[src/rtl/run_seq_gen.sv]
// Serial run-pattern generator: serializes (bit, length) commands onto
// a one-bit stream and tracks the run of identical emitted bits.
module run_seq_gen #(
  parameter int RUN_W     = 4,
  parameter int MATCH_LEN = 4
) (
  input  logic             CLK,
  input  logic             RST,
  input  logic             STEP,
  input  logic             CMD_VALID,
  input  logic             CMD_BIT,
  input  logic [RUN_W-1:0] CMD_LEN,
  output logic             CMD_READY,
  output logic             DOUT,
  output logic             DOUT_VALID,
  output logic             BUSY,
  output logic [2:0]       RUN_CNT,
  output logic             RUN_HIT
);

  typedef enum logic {
    IDLE = 1'b0,
    EMIT = 1'b1
  } state_t;

  state_t           state;
  logic             bit_r;
  logic [RUN_W-1:0] rem;
  logic             have_prev;

  assign CMD_READY = (state == IDLE) & ~RST;
  assign BUSY      = (state == EMIT);
  assign RUN_HIT   = (RUN_CNT >= 3'(MATCH_LEN));

  // Command accept, bit serialization and run-length tracking.
  always_ff @(posedge CLK) begin
    if (RST) begin
      state      <= IDLE;
      bit_r      <= 1'b0;
      rem        <= '0;
      have_prev  <= 1'b0;
      DOUT       <= 1'b0;
      DOUT_VALID <= 1'b0;
      RUN_CNT    <= 3'd0;
    end else begin
      DOUT_VALID <= 1'b0;
      unique case (state)
        IDLE: begin
          if (CMD_VALID && (CMD_LEN != '0)) begin
            bit_r <= CMD_BIT;
            rem   <= CMD_LEN;
            state <= EMIT;
          end
        end
        EMIT: begin
          if (STEP) begin
            DOUT       <= bit_r;
            DOUT_VALID <= 1'b1;
            rem        <= rem - RUN_W'(1);
            if (rem == RUN_W'(1))
              state <= IDLE;
            if (have_prev && (bit_r == DOUT)) begin
              if (RUN_CNT != 3'd7)
                RUN_CNT <= RUN_CNT + 3'd1;
            end else begin
              RUN_CNT <= 3'd1;
            end
            have_prev <= 1'b1;
          end
        end
        default: state <= IDLE;
      endcase
    end
  end

endmodule

[config.mk]
export PLATFORM = sky130hd
export DESIGN_NAME = run_seq_gen
export DESIGN_NICKNAME = d
export VERILOG_FILES = /design/src/rtl/run_seq_gen.sv
export SDC_FILE = /design/constraint.sdc
export NUM_CORES = 1
export LEC_CHECK = 0
export CAP_MARGIN = 40
export CORE_ASPECT_RATIO = 1.5
export CORE_MARGIN = 3
export CORE_UTILIZATION = 25
export DETAILED_ROUTE_END_ITERATION = 10
export SLEW_MARGIN = 0
export SYNTH_ARGS = -nofsm -noshare
export SYNTH_HDL_FRONTEND = slang
export SYNTH_SLANG_ARGS = --single-unit
[constraint.sdc]
create_clock -name CLK -period 1.9 [get_ports CLK]
set_input_delay 0.285 -clock CLK [delete_from_list [all_inputs] [get_ports CLK]]
set_output_delay 0.285 -clock CLK [all_outputs]
set_load 0.02 [all_outputs]
---- After elaboration in Yosys (flattened, before gate mapping) ----
Cells that the tools add are included.
storage, ports and cells
  register bits after elaboration ......... 12
  output and inout port bits .............. 8
  word-level logic and storage cells ...... 37
  input bits .............................. 9
cells by class
  multiplexer cells ....................... 10
  add/sub/neg operators ................... 2
  bitwise gates (word level) .............. 3
  eq/ne operators ......................... 6
  reduce and logical (&&, ||, !) cells .... 8
  magnitude comparators ................... 1
operators by type and width
  kind                                                   number
  two-way mux 4 bit                                      2
  case mux 4 bit (2 select lines)                        1
  two-way mux 3 bit                                      2
  AND reduction 2 bit                                    3
  equality test 4 x 1 -> 1 bit, second input constant    1
  two-way mux 1 bit                                      4
  inequality test 2 x 1 -> 1 bit, second input constant  2
  nonzero test 4 bit                                     1
  subtractor 4 x 1 -> 4 bit, second input constant       1
  adder 3 x 1 -> 3 bit, second input constant            1
  >= comparator 3 bit, second input constant             1
  inequality test 3 bit, second input constant           1
  AND reduction 3 bit                                    1
  logical AND 1 bit                                      2
  inequality test 2 bit, second input constant           1
  inverter 1 bit                                         2
  case mux 1 bit (2 select lines)                        1
  OR reduction 2 bit                                     1
  bitwise AND 1 bit                                      1
  equality test 1 bit                                    1

---- Logic depth before layout (Yosys ltp) ----
Gate-level depths: netlist (run 1).
  depth after elaboration ................. 4
  gate-level depth with buffers ........... 5
  gate-level depth less buffers ........... 5

---- Worst setup path before layout (run 1) ----
Ideal clock, no wire load.
  path type ............................... register -> register
  start point ............................. register RUN_CNT[0]
  end point ............................... register RUN_CNT[1]
  stages on the path, launching flop included .. 6
  period minus slack after synthesis ...... 1.348 ns
  path buffers ............................ 0
  slack ................................... 0.552 ns
  data required time ...................... 1.772 ns
  setup time .............................. 0.128 ns
  arrival time ............................ 1.220 ns
  path through ............................ dfxtp_1 > ha_1 > ha_1 > and4bb_2 > a2bb2oi_1 > nor2_1
between the ends
  word-level cells in the longest chain between the ends .. 3
  elaborated cells between the ends (all ways) .. 6
  those cells by class .................... add/sub (1); eq/ne (2); mux (2); reduce/logical (1)
RTL lines
  element                                                                     line    RTL
  start, declared                                                             17      output logic [2:0] RUN_CNT,
  start signal, assigned                                                      64      RUN_CNT <= RUN_CNT + 3'd1;
  adder 3 x 1 -> 3 bit / inequality test 3 bit (equally long branches)        64, 63
  two-way mux 3 bit / inequality test 2 x 1 -> 1 bit (equally long branches)  n/a
  two-way mux 3 bit / AND reduction 3 bit (equally long branches)             n/a
Several ways; a longest one is shown, not always the timed one. The select of a mux whose other input is x is not followed.
A chain may end at the register's enable or synchronous reset.

---- Final worst setup path (run 1) ----
  start point ............................. input port RST
  end point ............................... output port CMD_READY
between the ends
  word-level cells in the longest chain between the ends .. 2
RTL lines
  element            line  RTL
  start, declared    8     input logic RST,
  inverter 1 bit     31    assign CMD_READY = (state == IDLE) & ~RST;
  bitwise AND 1 bit  31
  end, declared      13    output logic CMD_READY,
Every way passes these cells.

==> results of run 1 <==
stage by stage:
step                      std cells  setup WS, ps  instance area (um2)  hold WS (ps)  util [%]
final                           114           175                  850           484      36.7
after global routing            114           132                  850           531      36.7
after CTS                       114           138                  850           491      36.7
after detailed placement        111           103                  827           481      35.8
after global placement          111           136                  827           474      35.8
after floorplan                  72           552                  628           353         -
cells in the final DEF, fill, tap and decap left out:
cell / count
clkdlybuf4s50_1: 16
dfxtp_1: 12
nor2_1: 10
a21oi_1: 6
inv_1: 5
nand2_1: 5
ha_1: 5
nand2b_1: 3
nand3_1: 3
a211oi_1: 3
clkbuf_4: 3
buf_4: 3
a31oi_1: 2
o21ai_0: 2
mux2i_1: 2
xnor2_1: 1
and4bb_2: 1
nor4_4: 1
nor2_2: 1
o31ai_1: 1
or4_1: 1
o21ai_1: 1
nor3_1: 1
o221a_1: 1
a311oi_2: 1
a2bb2oi_1: 1
layer usage:
layer | vias up | track usage (%)
met1 | 275 | 13.1
met2 | 16 | 17.9
met5 | - | 0
li1 | 295 | -
met3 | 5 | 0.800
met4 | 0 | 8.65
cell type report:
type | count | area, um2 | area share, %
multi-input cells | 52 | 357 | 42.0
repair buffers | 19 | 183 | 21.5
inverters | 5 | 18.8 | 2.21
well taps | 23 | 28.8 | 3.39
flip-flops and latches | 12 | 240 | 28.3
clock buffers | 3 | 22.5 | 2.65
worst max-delay path: cells and delay by family:
family,cells,cell delay [ps]
buffers and inverters,2,1040
and+or+nand+nor,1,110
state kept, by name, summed over array words and instances (netlist names):
signal	count
BUSY	1
DOUT	1
DOUT_VALID	1
RUN_CNT	3
bit_r	1
have_prev	1
rem	4
report_power, final:
group / switching (uW) / internal, uW
registers: 19.8 / 269
logic: 65.1 / 66.1
clock network: 85.1 / 73.4
kinds of logic (layout without fill, tap and decap cells):
group	Yosys count	after routing	share of synthesized area [%]
multiplexers	2	2	3.19
AND/OR/NAND/NOR	26	26	22.7
AO/OA/AOI/OAI	18	18	19.5
XOR/XNOR	1	1	1.39
adder cells (fa/ha/maj)	5	5	9.96
buffers and inverters	8	27	4.98
flip-flops	12	12	38.2
path summary, 6_finish.rpt:
path	from	end	slack [ps]	cells past startpoint
max	RST	CMD_READY	170	3
min	DOUT	DOUT	480	2
min reg2reg	DOUT	DOUT	480	2
max reg2reg	BUSY	rem[2]	480	4
==> impl_metrics.csv, run 1 <==
group,metric,value,unit
synth,synth_edf_count,0,
cells_and_area,fillers,246,
sta,finClkSkew,0.429,ps
synth,yosysWarnings,0,
setup_path,cp_max_fo,2,
floorplanning,die_y,67.4,um
route,first_pass_iters,4,
cts,cts_root_buf,"clkbuf_4",
setup_path,crit_top_cell,"clkdlybuf4s50_1",
cts,clockBufferDepth,2,
setup_path,cp-start-kind,"input port",
synth,async_flop_share,0,%
route,wl_met2,685,um
synth,synth_ff_type,"dfxtp_1",
pwr,p_leak,0.000323,uW
route,drcViolationCount,0,
cts,cts.sinks,12,
global_routing,overflow,0,
cts,cts_setup_buffers,0,
run,drv_cap,0,
pwr,p_total,578,uW
cells_and_area,drive_above_1_share,11.0,%
cts,clk_pin_slew_worst_paths,70,ps
global_routing,grt_usage,11.2,%
synth,synthTopCellsByCount,"dfxtp_1, nor2_1, a21oi_1",
floorplanning,num_io_pins,17,
floorplanning,die-area,3160,um2
route,routed.top_layer,"met4",
sta,relSlewSlack,72.1,%
sta,finalSetupViolCount,0,
synth,yosys.area.top_type,"dfxtp_1",
route,wl_per_cell,12.5,um
route,wl_met1,625,um
setup_path,cp_slowest_cell,"clkdlybuf4s50_1",
route,vias,591,
cts,insertion_delay,270,ps
cells_and_area,nets,107,
setup_path,arrival,1440,ps
route,ant_nets,0,
route,wl_met3,58,um
place,io_buffers,16,
cts,ctsHoldBuffers,0,
setup_path,max_stage_delay,620,ps
status,status,"finished, final reports clean",
place,post-dp-hpwl,1130,um
synth,synth_area,628,um2
synth,synth_top_area_share,38.2,%
synth,ys_seq_area_share,38.2,%
sta,timing.fmax,580,MHz
global_routing,antenna_found_initial,0,
route,vias_per_cell,5.18,
setup_path,critPathCaptureType,"output pin",
synth,yosysMostFrequentCell,"dfxtp_1",
pwr,peakVddDrop,0.229,mV
cells_and_area,syn_to_final_growth,35.3,%
synth,syn_avg_cell_area,8.72,um2
synth,ys_ff_latch,12,
pwr,power-per-cell-area,681,nW/um2
cts,cts_tree,"done",
sta,rsz0062_at_grt,"false",
synth,syn-num-nets,86,
cells_and_area,diodes,0,
sta,final_max_slew_viol_count,0,
global_routing,grt_start_max_net_pins,13,
floorplanning,die_w,46.9,um
sta,tns,0,ps
floorplanning,num_rows,21,
sta,post-route-min-period,1730,ps
setup_path,path_class,"in -> out",
setup_path,required,1620,ps
sta,hold_viol,0,
cts,cts_buffers,3,
place,gp_congestion,0.750,
floorplanning,initial_utilization,27.2,%
floorplanning,coreArea,2310,um2
cts,cts-resized-gates,0,
synth,synth_cell_types,25,
route,drt-total-wl,1430,um
hold_path,hold_class,"reg -> reg",
synth,syn_inst,72,
synth,synth.area.top_cells,"dfxtp_1, ha_1, nor2_1",
cts,cts_max_level,1,
global_routing,grt_pass1_vias,602,
sta,fin_crit_sh,90.8,%
setup_path,crit_chain,"clkdlybuf4s50_1, nor2_1, clkdlybuf4s50_1",
global_routing,grt_pass1_wl,2550,um
sta,worst_slew_pin_slew,416,ps
route,drtIter0Drc,15,
No activity file was read; power rests on OpenSTA's default activity.
==> run 2, diff against run 1 <==
HOLD_SLACK_MARGIN = 0.12   (was unset)
==> results of run 2 <==
Same layout as run 1: the final DEF is identical, and so are final timing and power.
==> run 3, diff against run 2 <==
CTS_CLUSTER_DIAMETER = 150   (was unset)
GPL_TIMING_DRIVEN = 0   (was unset)
==> run 3 against run 2 <==
Against the previous run: wire length decreased by 3.4%; clock skew about the same; first-iteration DRC count decreased by 73%; sequential share of layout area increased by 0.42 points; global-route usage decreased by 0.99 points; critical path type is now reg -> out; largest power group unchanged; clock power about the same; flip-flop and latch count unchanged; largest cell class unchanged.
==> impl_metrics.csv, run 3 (synthesis gave the netlist of run 1 again) <==
group,metric,value,unit
status,status,"finished, final reports clean",
cells_and_area,drive_above_1_share,8.89,%
sta,final_max_slew_viol_count,0,
global_routing,grt_usage,10.2,%
pwr,p_leak,0.000328,uW
cells_and_area,layout_commonest_cell,"clkdlybuf4s50_1",
pwr,p_int,403,uW
sta,post-route-min-period,1620,ps
setup_path,cp_max_fo,4,
sta,timing.fmax,617,MHz
pwr,p_seq_share,50.3,%
setup_path,r2r_cells,5,
pwr,p_switching,166,uW
setup_path,required,1620,ps
sta,hold_viol,0,
sta,hold_slack,489,ps
floorplanning,initial_utilization,27.2,%
global_routing,overflow,0,
cells_and_area,final_area,837,um2
floorplanning,coreArea,2310,um2
route,vias,564,
sta,finClkSkew,0.323,ps
pwr,power-per-cell-area,681,nW/um2
setup_path,path_class,"reg -> out",
hold_path,hold_depth,2,
cells_and_area,nets,106,
global_routing,antenna_found_initial,0,
global_routing,grt_start_max_net_pins,14,
place,gp_congestion,0.739,
place,post-dp-hpwl,1080,um
cts,cts_tree,"done",
setup_path,arrival,1330,ps
sta,worst_slew_pin_slew,529,ps
route,vias_per_cell,4.99,
pwr,peakVddDrop,0.156,mV
cells_and_area,instances_no_fill,113,
sta,fin_crit_sh,85.3,%
cells_and_area,mostFrequentLayoutCells,"clkdlybuf4s50_1, dfxtp_1, nor2_1",
setup_path,r2r_slack,500,ps
cts,clk_pin_slew_worst_paths,70,ps
cells_and_area,fillers,255,
cts,cts_buffers,3,
route,ant_nets,0,
cts,insertion_delay,270,ps
cts,cts.sinks,12,
global_routing,grt_pass1_vias,520,
sta,finalSetupViolCount,0,
route,wl_per_cell,12.2,um
place,dpl-instance-area,817,um2
cells_and_area,area.sequential,240,um2
floorplanning,num_io_pins,17,
floorplanning,num_rows,21,
hold_path,hold_class,"reg -> reg",
place,place_inst,111,
sta,tns,0,ps
cells_and_area,largest_reg_flops,4,
setup_path,critPathCaptureType,"output pin",
cells_and_area,top_register,"rem",
cts,cts_setup_buffers,0,
floorplanning,die-area,3160,um2
cells_and_area,multi_input_area,357,um2
pwr,p_clk_share,27.6,%
cts,cts_root_buf,"clkbuf_4",
run,drv_cap,0,
cells_and_area,syn_to_final_growth,33.3,%
floorplanning,die_y,67.4,um
route,drt-total-wl,1380,um
cells_and_area,largestRegisters,"rem (4), RUN_CNT (3)",
pwr,p_total,570,uW
setup_path,cp-start-kind,"flip-flop",
cells_and_area,diodes,0,
sta,relSlewSlack,64.7,%
pwr,netSwitchingFraction,29.2,%
route,drcViolationCount,0,
pwr,combPwrFrac,22.1,%
sta,rsz0062_at_grt,"false",
route,first_pass_iters,6,
global_routing,grt_pass1_wl,2300,um
route,drtIter0Drc,4,
cts,clockBufferDepth,2,
cts,cts_max_level,1,
floorplanning,die_w,46.9,um
place,io_buffers,16,
[run 3: cell types whose count changed in the layout (fill, tap and decap cells not counted)]
cell	previous run	this run
buf_4	3	0
dlymetal6s2s_1	0	1
clkbuf_1	0	1
clkdlybuf4s50_1	16	14
dlygate4sd2_1	0	1
buf_2	0	1
[run 3: final timing paths]
kind	endpoint	start
worst min-delay path	DOUT	DOUT
worst min register to register	DOUT	DOUT
worst max register to register	RUN_CNT[1]	RUN_CNT[0]
worst max-delay path	RUN_HIT	RUN_CNT[2]
[run 3: cell type report]
class | instances | area share, %
Tap cell | 23 | 3.44
Clock buffer | 3 | 2.69
Multi-Input combinational cell | 52 | 42.6
Sequential cell | 12 | 28.7
Inverter | 5 | 2.24
Buffer | 2 | 1.05
Timing Repair Buffer | 16 | 19.3
[run 3: repair_timing]
action	in CTS	in global routing
endpoints found under the setup margin	1	1
hold endpoints to repair	0	0
gates cloned	0	0
hold buffers	0	0
gates resized for setup	1	1
[run 3: stage by stage]
stage                     utilization (%)  setup slack [ps]
after floorplan                         -               552
after global placement               35.3              -275
after detailed placement             35.3              -275
after CTS                            36.1              62.5
after global routing                 36.2               210
final                                36.2               280
[run 3: metal layers]
metal	up-vias	GRT usage [%]	wire length [um]
met4	0	8.30	32
li1	290	-	-
met1	259	11.2	611
met3	2	1.60	60
met5	-	0	0
met2	13	16.3	674
[run 3: power groups by stage]
stage               logic, uW  registers, uW  clock network [uW]
detailed placement        129            292                   0
global placement          128            292                   0
CTS                       127            287                 164
global route              143            290                 175
floorplan                74.3            294                   0
finish                    126            287                 157
[run 3: critical path: stages, from the launching register on]
cell and delay [ps]:
dfxtp_1 380, clkbuf_1 100, clkdlybuf4s50_1 590
==> RTL edit 1 (flow settings as in run 3) <==
The parameter `RUN_W` goes from 4 to 3.
--- a/src/rtl/run_seq_gen.sv
+++ b/src/rtl/run_seq_gen.sv
@@ -3,3 +3,3 @@
 module run_seq_gen #(
-  parameter int RUN_W     = 4,
+  parameter int RUN_W     = 3,
   parameter int MATCH_LEN = 4
Interface: changed (resized CMD_LEN); port bits go from 17 to 16. The function was not compared with the original's and may differ.
==> RTL edit 1 against run 3 <==
Total power decreased by 6.2%. Synthesized cell count decreased by 4.2%. Routed wire length decreased by 1.7%. Sequential cell count decreased by 1. Via count increased by 0.71%. Area after synthesis decreased by 3.0%. Highest routed layer is now met3. Clock power increased by 3%. Clock skew increased by 4.7 ps. Setup slack got worse by 100 ps. Die area decreased by 2.7%. Core utilization decreased by 0.68 points. Fmax decreased by 6.0%. Largest cell class unchanged. Final area decreased by 3.0%.
==> RTL edit 1: results (changes against run 3) <==
Finish
  – Largest registers: RUN_CNT x3, rem x3
  – Share of layout cells above drive strength 1: 8.046% (-0.84 points)
  – # nets final: 101 (-4.7%)
  – # diodes: 0 (unchanged)

Clocking
  – Worst-Skew Late Latency: 270 ps (about the same)
  – Clock buffers created by TritonCTS: 3 (unchanged)
  – CTS Buffer Depth: 2 (unchanged)
  – H-tree Lvls: 1 (unchanged)
  – CTS Root Cell: clkbuf_4
  – Setup bufs post-CTS: 0 (unchanged)

GRT
  – Vias in the first global route: 527 (+1.3%)
  – Initial antenna violation count: 0 (unchanged)
  – Pin count of the biggest net entering global routing: 14 (unchanged)
  – First-pass GRT wire length: 2.380 mm (+3.3%)
  – Total routing usage reported by global routing: 10.39% (+0.22 points)

Placement
  – Gp weighted congestion: 0.8110 (+9.8%)
  – Post-DP Area: 788.3 um2 (-3.5%)
  – IO buf count: 15 (-1)
  – Post-DP HPWL: 1.068 mm (-1.4%)
  – Pre-CTS setup slack: -243.0 ps (+31.81 ps)

Timing
  – Worst Skew: 5.008 ps (+4.685 ps)
  – Measured slew at the worst slew-check pin: 500.1 ps (-29.12 ps)
  – Final Hold Fails: 0 (unchanged)

Route
  – Routed vias/inst: 5.164 (+3.5%)
  – Total Wirelength: 1.354 mm (-1.7%)
  – Drt drc: 0 (unchanged)
  – DRT iter0 DRCs: 9 (+5)
  – First drt pass iteration count: 4 (-2)

Min path
  – Hold path depth: 2 (unchanged)
  – Hold crit path type: flop to flop
  – Worst Hold Launch: rem[1]$_SDFFE_PP0P_
  – Hold path endpoint: rem[1]$_SDFFE_PP0P_

Pwr
  – Leakage power: 0.3132 nW (-4.4%)
  – Worst vdd ir: 0.2424 mV (+56%)

Yosys
  – Synth area leaders: dfxtp_1, ha_1, nand2_1, a21oi_1, a31oi_1
  – Post-synthesis cell type count: 28 (+12%)
  – Synth async-reset ratio: 0% (unchanged)
  – Post-synth top cells: dfxtp_1, nand2_1, inv_1
  – Post-synth net total: 82 (-4.7%)
  – Sequential area share after synthesis: 36.14% (-2.1 points)

Worst setup path
  – Crit-path slowest cell: clkdlybuf4s50_1
  – Crit path DAT: 1440 ps (+110 ps)
  – Worst Path Max Fanout: 6 (+2)
  – R2R setup slack: 450 ps (-50 ps)
  – Slowest stage delay, CP: 670 ps (+80 ps)

Outcome
  – Status: complete, no violations
-- RTL edit 1: routing by layer --
metal / share of wire, % / global-route usage [%]
met2: 48 / 16.55
met3: 8.3 / 2.703
met4: 0 / 3.203
met1: 44 / 13.28
met5: 0 / 0
-- RTL edit 1: logic make-up after synthesis --
logic type	count (synthesis)	share of synthesized area, %
buf+inv	9	6.776
mux	1	1.643
flops	11	36.14
simple gates	23	21.36
xor+xnor	1	1.438
compound gates	19	22.38
fa+ha+maj	5	10.27
-- RTL edit 1: through the flow --
stage / hold WS, ps / cells
floorplan: 387.8 / 69
global placement: 459.7 / 107
detailed placement: 471.7 / 107
CTS: 482.5 / 110
global route: 508.0 / 110
finish: 479.5 / 110
-- RTL edit 1: where the power goes --
part	leakage, nW	internal, mW	switching [mW]
Clock	0.0150	0.0811	0.0807
Sequential	0.0900	0.245	0.0141
Combinational	0.208	0.0542	0.0593
-- RTL edit 1: final cells by class --
cell class	count	area, um2
flip-flops and latches	11	220.2
fillers	235	1474
inverters	6	22.52
plain buffers	2	15.01
repair buffers	15	151.4
multi-input cells	49	347.8
well taps	23	28.78
clock buffers	4	26.28
-- RTL edit 1: timing repair --
action                     in CTS  in global routing
pin swaps                       0                  0
gates resized for setup         1                  1
hold buffers                    0                  0
setup endpoints to repair       1                  1
-- RTL edit 1: worst min-delay path: stages (launching register included) --
cell and delay, ps:
dfxtp_1 310, o21ai_0 70, a21oi_1 60
-- RTL edit 1: how the worst max path moves through the flow --
stage | slack, ps | depth (start not counted) | to | start
after floorplan | 500 | 5 | RUN_CNT[0]$_SDFFE_PP0P_ | RUN_CNT[0]$_SDFFE_PP0P_
after global placement | -250 | 4 | CMD_READY | RST
after detailed placement | -240 | 4 | CMD_READY | RST
after CTS | 50 | 3 | CMD_READY | BUSY$_SDFF_PP0_
after global routing | 130 | 1 | BUSY | BUSY$_SDFF_PP0_
final | 180 | 1 | BUSY | BUSY$_SDFF_PP0_
==> RTL edit 2 (flow settings as in run 3) <==
Without the edit above. Reset style: asynchronous (`RST`), changed in one clocked block.
--- a/src/rtl/run_seq_gen.sv
+++ b/src/rtl/run_seq_gen.sv
@@ -35,3 +35,3 @@
   // Command accept, bit serialization and run-length tracking.
-  always_ff @(posedge CLK) begin
+  always_ff @(posedge CLK or posedge RST) begin
     if (RST) begin
Function: differs if RST is asserted again (counterexample within 4 cycles, from zero or initial values and one cycle with RST high); with RST held inactive, the same outputs for 10 cycles.
==> RTL edit 2 against run 3 <==
Sequential cell count stayed put. Largest cell class unchanged. Routed wire length is 0.65% higher. Clock skew is 1.3 ps higher. Area after synthesis is 8.6% higher. Core utilization is 0.33 points lower. Final area is 8.5% higher. Setup slack worse by 19 ps. Via count is 3.5% lower.
Power is not compared: it rests on default switching activity, and its combinational part moved more than twofold at a synthesized area within 25%.
==> RTL edit 2: results (changes against run 3) <==
Outcome
  – Status: complete, no violations

GRT
  – Grt met1 use: 10.21% (-0.99 points)
  – Initial antenna violation count: 0 (unchanged)
  – Total routing usage reported by global routing: 9.292% (-0.88 points)
  – Pin count of the biggest net entering global routing: 13 (-1)
  – Met2 GRT Util: 16.34% (about the same)
  – Met3 usage: 2.132% (+0.53 points)
  – Vias in the first global route: 530 (+1.9%)
  – First-pass GRT wire length: 2.456 mm (+6.6%)

Placement
  – Pre-CTS setup slack: 128.6 ps (+403.4 ps)
  – Gp weighted congestion: 0.7984 (+8.1%)
  – IO buf count: 16 (unchanged)
  – Post-DP HPWL: 1.149 mm (+6.1%)

Pwr
  – Flop+latch power: 459 uW
  – Leakage power: 0.4157 nW
  – Worst vdd ir: 0.5291 mV
  – P_sw: 530.7 uW
  – Clock network fraction of design power: 11.8%

Clocking
  – CTS clock-pin slew for the worst setup and hold paths: 70 ps (about the same)
  – Setup bufs post-CTS: 0 (unchanged)
  – H-tree Lvls: 1 (unchanged)

Route
  – Met3 WL post-DR: 69 um (+15%)
  – Total Wirelength: 1.387 mm (+0.65%)
  – DRT iter0 DRCs: 13 (+9)
  – Met1 wire length: 564 um (-7.7%)
  – Vias: 544 (-3.5%)
  – WL met2: 725 um (+7.6%)
  – First drt pass iteration count: 4 (-2)

Worst setup path
  – R2R setup slack: 480 ps (-20 ps)
  – Crit path DAT: 1350 ps (+20 ps)
  – Worst reg-to-reg path cell count: 4 (-1)
  – Slowest stage delay, CP: 590 ps (about the same)
  – Crit-path slowest cell: clkdlybuf4s50_1
  – Reg2reg start: RUN_CNT[1]$_DFFE_PP0P_
  – Worst R2R End: RUN_CNT[1]$_DFFE_PP0P_

Min path
  – Hold crit path type: input port to async pin

Yosys
  – Synth area leaders: dfrtp_1, ha_1, mux2i_1, inv_1, a22o_1
  – Area leader, netlist: dfrtp_1
  – Post-synth net total: 80 (-7.0%)
  – Post-synthesis cell type count: 28 (+12%)
  – Sequential area share after synthesis: 44.04% (+5.8 points)
  – Multiplexer share of the synthesized area: 8.991% (+5.8 points)
  – Post-synth top cells: dfrtp_1, inv_1, ha_1, mux2i_1, nand2_1
  – Synth async-reset ratio: 100.0% (+100 points)
  – Area share of fa/ha/maj cells after synthesis: 9.174% (-0.79 points)
  – Post-synthesis compound-gate area fraction: 15.96% (-3.6 points)
  – XOR/XNOR Fraction of Synth Area: 1.284% (-0.11 points)

Finish
  – Share of layout cells above drive strength 1: 9.412% (+0.52 points)
  – Filler Cell Count: 286 (+12%)
  – # nets final: 101 (-4.7%)

Timing
  – Worst Skew: 1.616 ps (+1.293 ps)
  – Measured slew at the worst slew-check pin: 600.6 ps (+71.31 ps)
==> RTL edit 2: worst max path at each step <==
stage / startpoint / end / slack [ps] / depth (start not counted)
after global placement: CMD_LEN[2] / rem[1]$_DFFE_PP0P_ / 140 / 4
after CTS: RUN_CNT[2]$_DFFE_PP0P_ / RUN_HIT / 250 / 2
after global routing: RUN_CNT[2]$_DFFE_PP0P_ / RUN_HIT / 170 / 2
final: RUN_CNT[2]$_DFFE_PP0P_ / RUN_HIT / 260 / 2
after floorplan: RUN_CNT[1]$_DFFE_PP0P_ / RUN_CNT[0]$_DFFE_PP0P_ / 480 / 5
after detailed placement: CMD_LEN[2] / rem[1]$_DFFE_PP0P_ / 130 / 4
==> RTL edit 2: metrics by stage <==
| step | cell area (um2) | std cells | total power, mW | hold WS, ps | util [%] |
|---|---|---|---|---|---|
| finish | 908.4 | 121 | 1.302 | 345.6 | 35.87 |
| global route | 908.4 | 121 | 1.435 | 388.3 | 35.87 |
| CTS | 908.4 | 121 | 1.319 | 361.9 | 35.87 |
| detailed placement | 887.1 | 118 | 1.164 | 477.7 | 35.03 |
| global placement | 887.1 | 118 | 1.144 | 459.0 | 35.03 |
| floorplan | 681.9 | 66 | 0.9158 | 149.7 | - |
==> RTL edit 2: layout make-up <==
| class | count | share of cell area, % |
|---|---|---|
| timing repair buffer | 16 | 17.49 |
| clock buffer | 3 | 2.479 |
| multi-input combinational | 41 | 36.50 |
| sequential | 12 | 33.06 |
| buffer | 2 | 0.9642 |
| inverter | 11 | 4.545 |
| tap | 36 | 4.959 |
==> RTL edit 2: kinds of logic after synthesis <==
| group | Yosys count |
|---|---|
| xor+xnor | 1 |
| flops | 12 |
| mux | 6 |
| fa+ha+maj | 5 |
| buf+inv | 13 |
| simple gates | 15 |
| compound gates | 14 |
